`src/rtl/inst_encoder_if.sv`:
```
// Request/response bundle for inst_encoder; the encoder side uses the slave modport.
// err_count is present only when INST_ENCODER_ERRCNT_EN is defined.
interface inst_encoder_if;
    logic        in_valid;
    logic        in_ready;
    logic [19:0] op_sel;
    logic        imm_sel;
    logic [3:0]  rd;
    logic [3:0]  rs1;
    logic [3:0]  rs2;
    logic [17:0] imm;
    logic [26:0] offset;
    logic        out_valid;
    logic        out_ready;
    logic [31:0] out_inst;
    logic [31:0] out_addr;
    logic        err;
`ifdef INST_ENCODER_ERRCNT_EN
    logic [15:0] err_count;

    modport master (
        output in_valid, op_sel, imm_sel, rd, rs1, rs2, imm, offset, out_ready,
        input  in_ready, out_valid, out_inst, out_addr, err, err_count
    );
    modport slave (
        input  in_valid, op_sel, imm_sel, rd, rs1, rs2, imm, offset, out_ready,
        output in_ready, out_valid, out_inst, out_addr, err, err_count
    );
`else
    modport master (
        output in_valid, op_sel, imm_sel, rd, rs1, rs2, imm, offset, out_ready,
        input  in_ready, out_valid, out_inst, out_addr, err
    );
    modport slave (
        input  in_valid, op_sel, imm_sel, rd, rs1, rs2, imm, offset, out_ready,
        output in_ready, out_valid, out_inst, out_addr, err
    );
`endif
endinterface

```
`src/rtl/inst_encoder.sv`:
```
// One-hot instruction encoder feeding a DEPTH-entry output FIFO that tags each word with its byte address.
// Define INST_ENCODER_ERRCNT_EN to add a saturating 16-bit illegal-request counter (err_count).
module inst_encoder #(
    parameter int DEPTH = 2
) (
    input logic           clk,
    input logic           rst,
    inst_encoder_if.slave bus
);
    localparam int PTR_W = $clog2(DEPTH);
    localparam int CNT_W = PTR_W + 1;
    localparam logic [CNT_W-1:0] FULL_CNT = CNT_W'(DEPTH);

    logic [PTR_W-1:0] wrPtr;
    logic [PTR_W-1:0] rdPtr;
    logic [CNT_W-1:0] count;
    logic [31:0]      addrCnt;
    logic [31:0]      instMem [DEPTH];
    logic [31:0]      addrMem [DEPTH];
    logic             errPulse;
    logic             inReady;
    logic             outValid;
    logic             pop;

    logic [4:0]       opIdx_p0;
    logic             opLegal_p0;
    logic             accept_p0;
    logic             push_p0;
    logic [31:0]      encWord_p0;

    // Index 13 is skipped in the opcode space, so ld and later shift up by one.
    function automatic logic [31:0] encode(
        input logic [4:0]  idx,
        input logic        immSel,
        input logic [3:0]  rd,
        input logic [3:0]  rs1,
        input logic [3:0]  rs2,
        input logic [17:0] imm,
        input logic [26:0] offset
    );
        logic [4:0] opc;
        logic [3:0] rdF;
        logic [3:0] rs1F;
        opc  = (idx < 5'd13) ? idx : idx + 5'd1;
        rdF  = (idx == 5'd5) ? 4'd0 : rd;
        rs1F = (idx == 5'd8 || idx == 5'd9) ? 4'd0 : rs1;
        if (idx == 5'd19)
            encode = {opc, 27'd0};
        else if (idx >= 5'd15)
            encode = {opc, offset};
        else
            encode = {opc, immSel, rdF, rs1F, immSel ? imm : {rs2, 14'd0}};
    endfunction

    // Stage p0: decode the request and form the word to enqueue
    always_comb begin
        opIdx_p0 = 5'd0;
        for (int i = 0; i < 20; i++) begin
            if (bus.op_sel[i]) opIdx_p0 = 5'(i);
        end
    end

    assign opLegal_p0 = (bus.op_sel != 20'd0) && ((bus.op_sel & (bus.op_sel - 20'd1)) == 20'd0);
    assign accept_p0  = bus.in_valid && inReady;
    assign push_p0    = accept_p0 && opLegal_p0;
    assign encWord_p0 = encode(opIdx_p0, bus.imm_sel, bus.rd, bus.rs1, bus.rs2, bus.imm, bus.offset);

    assign inReady  = !rst && (count < FULL_CNT);
    assign outValid = (count != '0);
    assign pop      = outValid && bus.out_ready;

    // FIFO control and address counter
    always_ff @(posedge clk or posedge rst) begin
        if (rst) begin
            wrPtr    <= '0;
            rdPtr    <= '0;
            count    <= '0;
            addrCnt  <= 32'd0;
            errPulse <= 1'b0;
        end else begin
            errPulse <= accept_p0 && !opLegal_p0;
            if (push_p0) begin
                wrPtr   <= wrPtr + PTR_W'(1);
                addrCnt <= addrCnt + 32'd4;
            end
            if (pop) rdPtr <= rdPtr + PTR_W'(1);
            case ({push_p0, pop})
                2'b10:   count <= count + CNT_W'(1);
                2'b01:   count <= count - CNT_W'(1);
                default: count <= count;
            endcase
        end
    end

    // FIFO storage carries no reset; outputs are masked by outValid instead.
    always_ff @(posedge clk) begin
        if (push_p0) begin
            instMem[wrPtr] <= encWord_p0;
            addrMem[wrPtr] <= addrCnt;
        end
    end

    assign bus.in_ready  = inReady;
    assign bus.out_valid = outValid;
    assign bus.out_inst  = outValid ? instMem[rdPtr] : 32'd0;
    assign bus.out_addr  = outValid ? addrMem[rdPtr] : 32'd0;
    assign bus.err       = errPulse;

`ifdef INST_ENCODER_ERRCNT_EN
    logic [15:0] errCnt;

    always_ff @(posedge clk or posedge rst) begin
        if (rst)
            errCnt <= 16'd0;
        else if (accept_p0 && !opLegal_p0 && errCnt != 16'hFFFF)
            errCnt <= errCnt + 16'd1;
    end

    assign bus.err_count = errCnt;
`endif

endmodule

```
`src/flat_wrapper.sv`:
```
// flat-port wrapper written by rule: the top's interface ports become plain ports
module inst_encoder_flat 
#(
    parameter int DEPTH = 2
)
  (clk, rst, bus_in_valid, bus_op_sel, bus_imm_sel, bus_rd, bus_rs1, bus_rs2, bus_imm, bus_offset, bus_out_ready, bus_in_ready, bus_out_valid, bus_out_inst, bus_out_addr, bus_err);
  inst_encoder_if bus_i ();
  input logic clk;
  input logic rst;
  input wire logic [$bits(bus_i.in_valid)-1:0] bus_in_valid;
  input wire logic [$bits(bus_i.op_sel)-1:0] bus_op_sel;
  input wire logic [$bits(bus_i.imm_sel)-1:0] bus_imm_sel;
  input wire logic [$bits(bus_i.rd)-1:0] bus_rd;
  input wire logic [$bits(bus_i.rs1)-1:0] bus_rs1;
  input wire logic [$bits(bus_i.rs2)-1:0] bus_rs2;
  input wire logic [$bits(bus_i.imm)-1:0] bus_imm;
  input wire logic [$bits(bus_i.offset)-1:0] bus_offset;
  input wire logic [$bits(bus_i.out_ready)-1:0] bus_out_ready;
  output wire logic [$bits(bus_i.in_ready)-1:0] bus_in_ready;
  output wire logic [$bits(bus_i.out_valid)-1:0] bus_out_valid;
  output wire logic [$bits(bus_i.out_inst)-1:0] bus_out_inst;
  output wire logic [$bits(bus_i.out_addr)-1:0] bus_out_addr;
  output wire logic [$bits(bus_i.err)-1:0] bus_err;
  assign bus_i.in_valid = bus_in_valid;
  assign bus_i.op_sel = bus_op_sel;
  assign bus_i.imm_sel = bus_imm_sel;
  assign bus_i.rd = bus_rd;
  assign bus_i.rs1 = bus_rs1;
  assign bus_i.rs2 = bus_rs2;
  assign bus_i.imm = bus_imm;
  assign bus_i.offset = bus_offset;
  assign bus_i.out_ready = bus_out_ready;
  assign bus_in_ready = bus_i.in_ready;
  assign bus_out_valid = bus_i.out_valid;
  assign bus_out_inst = bus_i.out_inst;
  assign bus_out_addr = bus_i.out_addr;
  assign bus_err = bus_i.err;
  inst_encoder #(.DEPTH(DEPTH)) u_core (.clk(clk), .rst(rst), .bus(bus_i));
endmodule
```
`config.mk`:
```
export PLATFORM = sky130hd
export DESIGN_NAME = inst_encoder_flat
export DESIGN_NICKNAME = d
export VERILOG_FILES = /design/src/rtl/inst_encoder_if.sv /design/src/rtl/inst_encoder.sv /design/src/flat_wrapper.sv
export SDC_FILE = /design/constraint.sdc
export NUM_CORES = 1
export LEC_CHECK = 0
export BUFFER_PORTS_ARGS = -buffer_cell sky130_fd_sc_hd__buf_4
export CORE_AREA = 2 2 167 201
export DETAILED_ROUTE_END_ITERATION = 10
export DIE_AREA = 0 0 169 203
export HOLD_SLACK_MARGIN = 0.02
export PLACE_DENSITY = 0.38
export SYNTH_ARGS = -nofsm -noshare
export SYNTH_HDL_FRONTEND = slang
export SYNTH_SLANG_ARGS = --single-unit
```
`constraint.sdc`:
```
create_clock -name clk -period 4 [get_ports clk]
set_input_delay 0.6 -clock clk [delete_from_list [all_inputs] [get_ports clk]]
set_output_delay 0.6 -clock clk [all_outputs]
set_load 0.1 [all_outputs]
```
==> reports/results.tsv <==
stage	metric	value	unit
clock_network	total CTS buffers	17	
final_layout	fraction of layout cells with a size suffix above 1	0.2723	
placed_design	final RePlAce weighted congestion	0.8042	
worst_setup_path	Worst Setup Start Kind	input port	
sta	# setup viols final	0	
clock_network	Reg clk slew, reported paths	0.06	ns
worst_setup_path	arrival time at the worst endpoint	3.48	ns
logic_synthesis	Yosys top cell by area	edfxtp_1	
final_layout	most frequent cells in the layout	buf_4 (153), edfxtp_1 (124), nor2_1 (94)	
clock_network	post-CTS setup buffer count	0	
clock_network	# resized after CTS	0	
clock_network	CTS tree	yes	
final_layout	Ant. Diodes	0	
logic_synthesis	Yosys top cell area share	0.5073	
job	max-cap viol count	0	
sta	final hold slack	0.2895	ns
grt	vias in the first global route	5406	
logic_synthesis	cell count after synthesis	601	
sta	Slew HR	0.4145	
drt	Vias/cell	4.387	
sta	final worst path period need	3.247	ns
worst_setup_path	Worst Setup End Kind	register	
placed_design	IO buf count	146	
placed_design	DP HPWL	13.59	mm
sta	unrepaired setup endpoints after global routing	no	
sta	f_max	0.3080	GHz
drt	Routed wire per std cell	16.61	um
drt	routed wire length	19.45	mm
floorplanning	Die Y	203	um
drt	DR pass1 iterations	5	
final_layout	Area Growth Syn to Fin	31.18	%
final_layout	Fillers	3288	
sta	Layout Skew	0.009533	ns
logic_synthesis	yosys warns	0	
logic_synthesis	Synth area leaders	edfxtp_1 (51%), dfrtp_1 (12%), mux2i_1 (9.1%)	
logic_synthesis	Async S/R FF share, synth	0.2201	
placed_design	DP Area	9017	um^2
floorplanning	count of boundary I/O pins	149	
drt	via count	5137	
sta	fin crit share	0.8117	
worst_setup_path	Crit Path Class	in -> reg	
floorplanning	Die W	169	um
clock_network	Clock Path Buffers	2	
floorplanning	core footprint	32250	um^2
logic_synthesis	commonest register cell after synthesis	edfxtp_1	
worst_setup_path	worst-path fanout max	35	
floorplanning	Initial Util	0.2276	
power_and_ir_drop	maximum vdd drop	388.4	uV
clock_network	Root Buffer	clkbuf_16	
power_and_ir_drop	P_leak	3.858	nW
floorplanning	Die Area	34310	um^2
clock_network	cts hold-fix bufs	0	
drt	DRC violation count after routing	0	
logic_synthesis	Post-Syn Area	7340	um^2
final_layout	fin nets	839	
drt	Starting DRT DRC Count	222	
final_layout	most common cell after layout, fill and taps aside	buf_4	
outcome	outcome	finished, final reports clean	
drt	Routed Antenna Nets	0	
logic_synthesis	post-synthesis sequential area ratio	0.6267	
grt	largest net degree at the start of global routing	45	
floorplanning	row count	72	
grt	first-pass GRT wire length	30.31	mm
logic_synthesis	Seq cells post-synth	159	
clock_network	Sink Count	159	
sta	Final Max Slew Viols	0	
hold_path	HP Class	in -> async	
grt	Tot GR Track Use	0.1161	
sta	final hold violations	0	
power_and_ir_drop	power density over cell area	789.6	nW/um^2
grt	initial antenna violation count	0	
worst_setup_path	Worst EP required	4.23	ns
clock_network	Clock Latency Late Sink	0.43	ns
clock_network	H-tree depth	4	
grt	GRT Residual Overflow	0	
logic_synthesis	post-synth cell types	52	
logic_synthesis	number of synthesized flops with an enable pin	124	
sta	Worst Tran Pin Value	0.8669	ns
logic_synthesis	Mapped Avg Cell Area	12.21	um^2
final_layout	post-route cell area	9628	um^2
[per-layer routing]
| metal | wire, um | vias to the layer above | part of all wire | global-route usage |
|---|---|---|---|---|
| met5 | 0 | - | 0 | 0 |
| met4 | 495 | 0 | 0.025 | 0.05159 |
| met3 | 805 | 26 | 0.041 | 0.02593 |
| met2 | 10600 | 118 | 0.54 | 0.2136 |
| met1 | 7547 | 2512 | 0.39 | 0.1271 |
| li1 | - | 2481 | - | - |
[Yosys cell counts (2+ instances only)]
cell and count:
edfxtp_1 124, nor2_1 97, mux2i_1 67, nand2_1 46, dfrtp_1 35, nand3_1 33
a21oi_1 27, xnor2_1 23, clkbuf_1 18, inv_1 15, nand4_1 11, xor2_1 11
nor3_1 9, a211oi_1 6, ha_1 6, nor4_1 6, o21ai_0 6, buf_1 5
or4_4 4, and2_1 3, and4_1 3, nand2b_1 3, o31ai_1 3, or4_1 3
a21o_1 2, buf_2 2, buf_4 2, maj3_1 2, mux2_2 2, nor3_2 2
o22ai_1 2, o41ai_1 2, or3_1 2
[critical path, cell delays in order]
cell and delay [ns]:
buf_4 0.13, nor2_1 0.10, nor3_1 0.06, o31a_1 0.24, o31ai_1 0.22, a211oi_1 0.11, nor3_1 0.38, inv_1 0.10
ha_1 0.26, nand2_1 0.09, nor2_1 0.05, ha_1 0.21, nor4_2 0.35, buf_12 0.24, nor2_1 0.06, a211oi_1 0.28
[cells by family after synthesis]
kind of cell | Yosys count | synth area share
and+or+nand+nor | 228 | 0.1493
AOI/OAI and AO/OA | 59 | 0.05114
other | 1 | 0.0005109
muxes | 69 | 0.09444
xor gates and xnor gates | 34 | 0.04057
DFF | 159 | 0.6267
adders and majority gates | 8 | 0.01296
buffers and inverters | 43 | 0.02438
[state kept, by name, indices dropped and copies added, names as in the netlist]
register / cells
u_core.rdPtr: 1
u_core.bus.err: 1
u_core.addrCnt: 30
u_core.count: 2
u_core.instMem: 64
u_core.wrPtr: 1
u_core.addrMem: 60
[worst paths after layout]
path | startpoint | end | slack, ns | cells past startpoint
hold / removal | rst | u_core.addrCnt[3]$_DFFE_PP0P_ | 0.29 | 3
hold reg to reg | u_core.addrCnt[21]$_DFFE_PP0P_ | u_core.addrMem[1][21]$_DFFE_PP_ | 0.48 | 0
max in group asynchronous | rst | u_core.rdPtr$_DFFE_PP0P_ | 3.34 | 3
min in group clk | u_core.addrCnt[21]$_DFFE_PP0P_ | u_core.addrMem[1][21]$_DFFE_PP_ | 0.48 | 0
setup / recovery | bus_op_sel[3] | u_core.instMem[0][15]$_DFFE_PP_ | 0.75 | 16
setup reg to reg | u_core.addrCnt[7]$_DFFE_PP0P_ | u_core.addrCnt[31]$_DFFE_PP0P_ | 1.41 | 7
[through the flow]
stage,util,total power [mW],setup WS [ns],cells,setup TNS [ns]
after floorplan,-,5.092,-0.3551,602,-44.03
after global placement,0.2796,6.012,0.4035,1139,0
after detailed placement,0.2796,6.027,0.2995,1139,0
after CTS,0.2985,7.708,0.7467,1171,0
after global routing,0.2985,7.865,0.3365,1171,0
final,0.2985,7.603,0.7530,1171,0
[report_power, final]
part | switching (mW) | total (mW) | internal [mW]
Combinational | 3.24 | 4.06 | 0.826
Sequential | 0.0799 | 1.88 | 1.80
Clock | 0.674 | 1.66 | 0.988
Total | 3.99 | 7.60 | 3.61
[cell type report]
class	instances	area [um^2]	area share
clock buffer	17	425.4	0.04418
clock inverter	15	185.2	0.01923
inverter	15	56.30	0.005848
multi-input combinational	400	2600	0.2700
sequential	159	4603	0.4781
tap	407	509.2	0.05289
timing repair buffer	158	1249	0.1297
(Power assumes the default switching activity.)
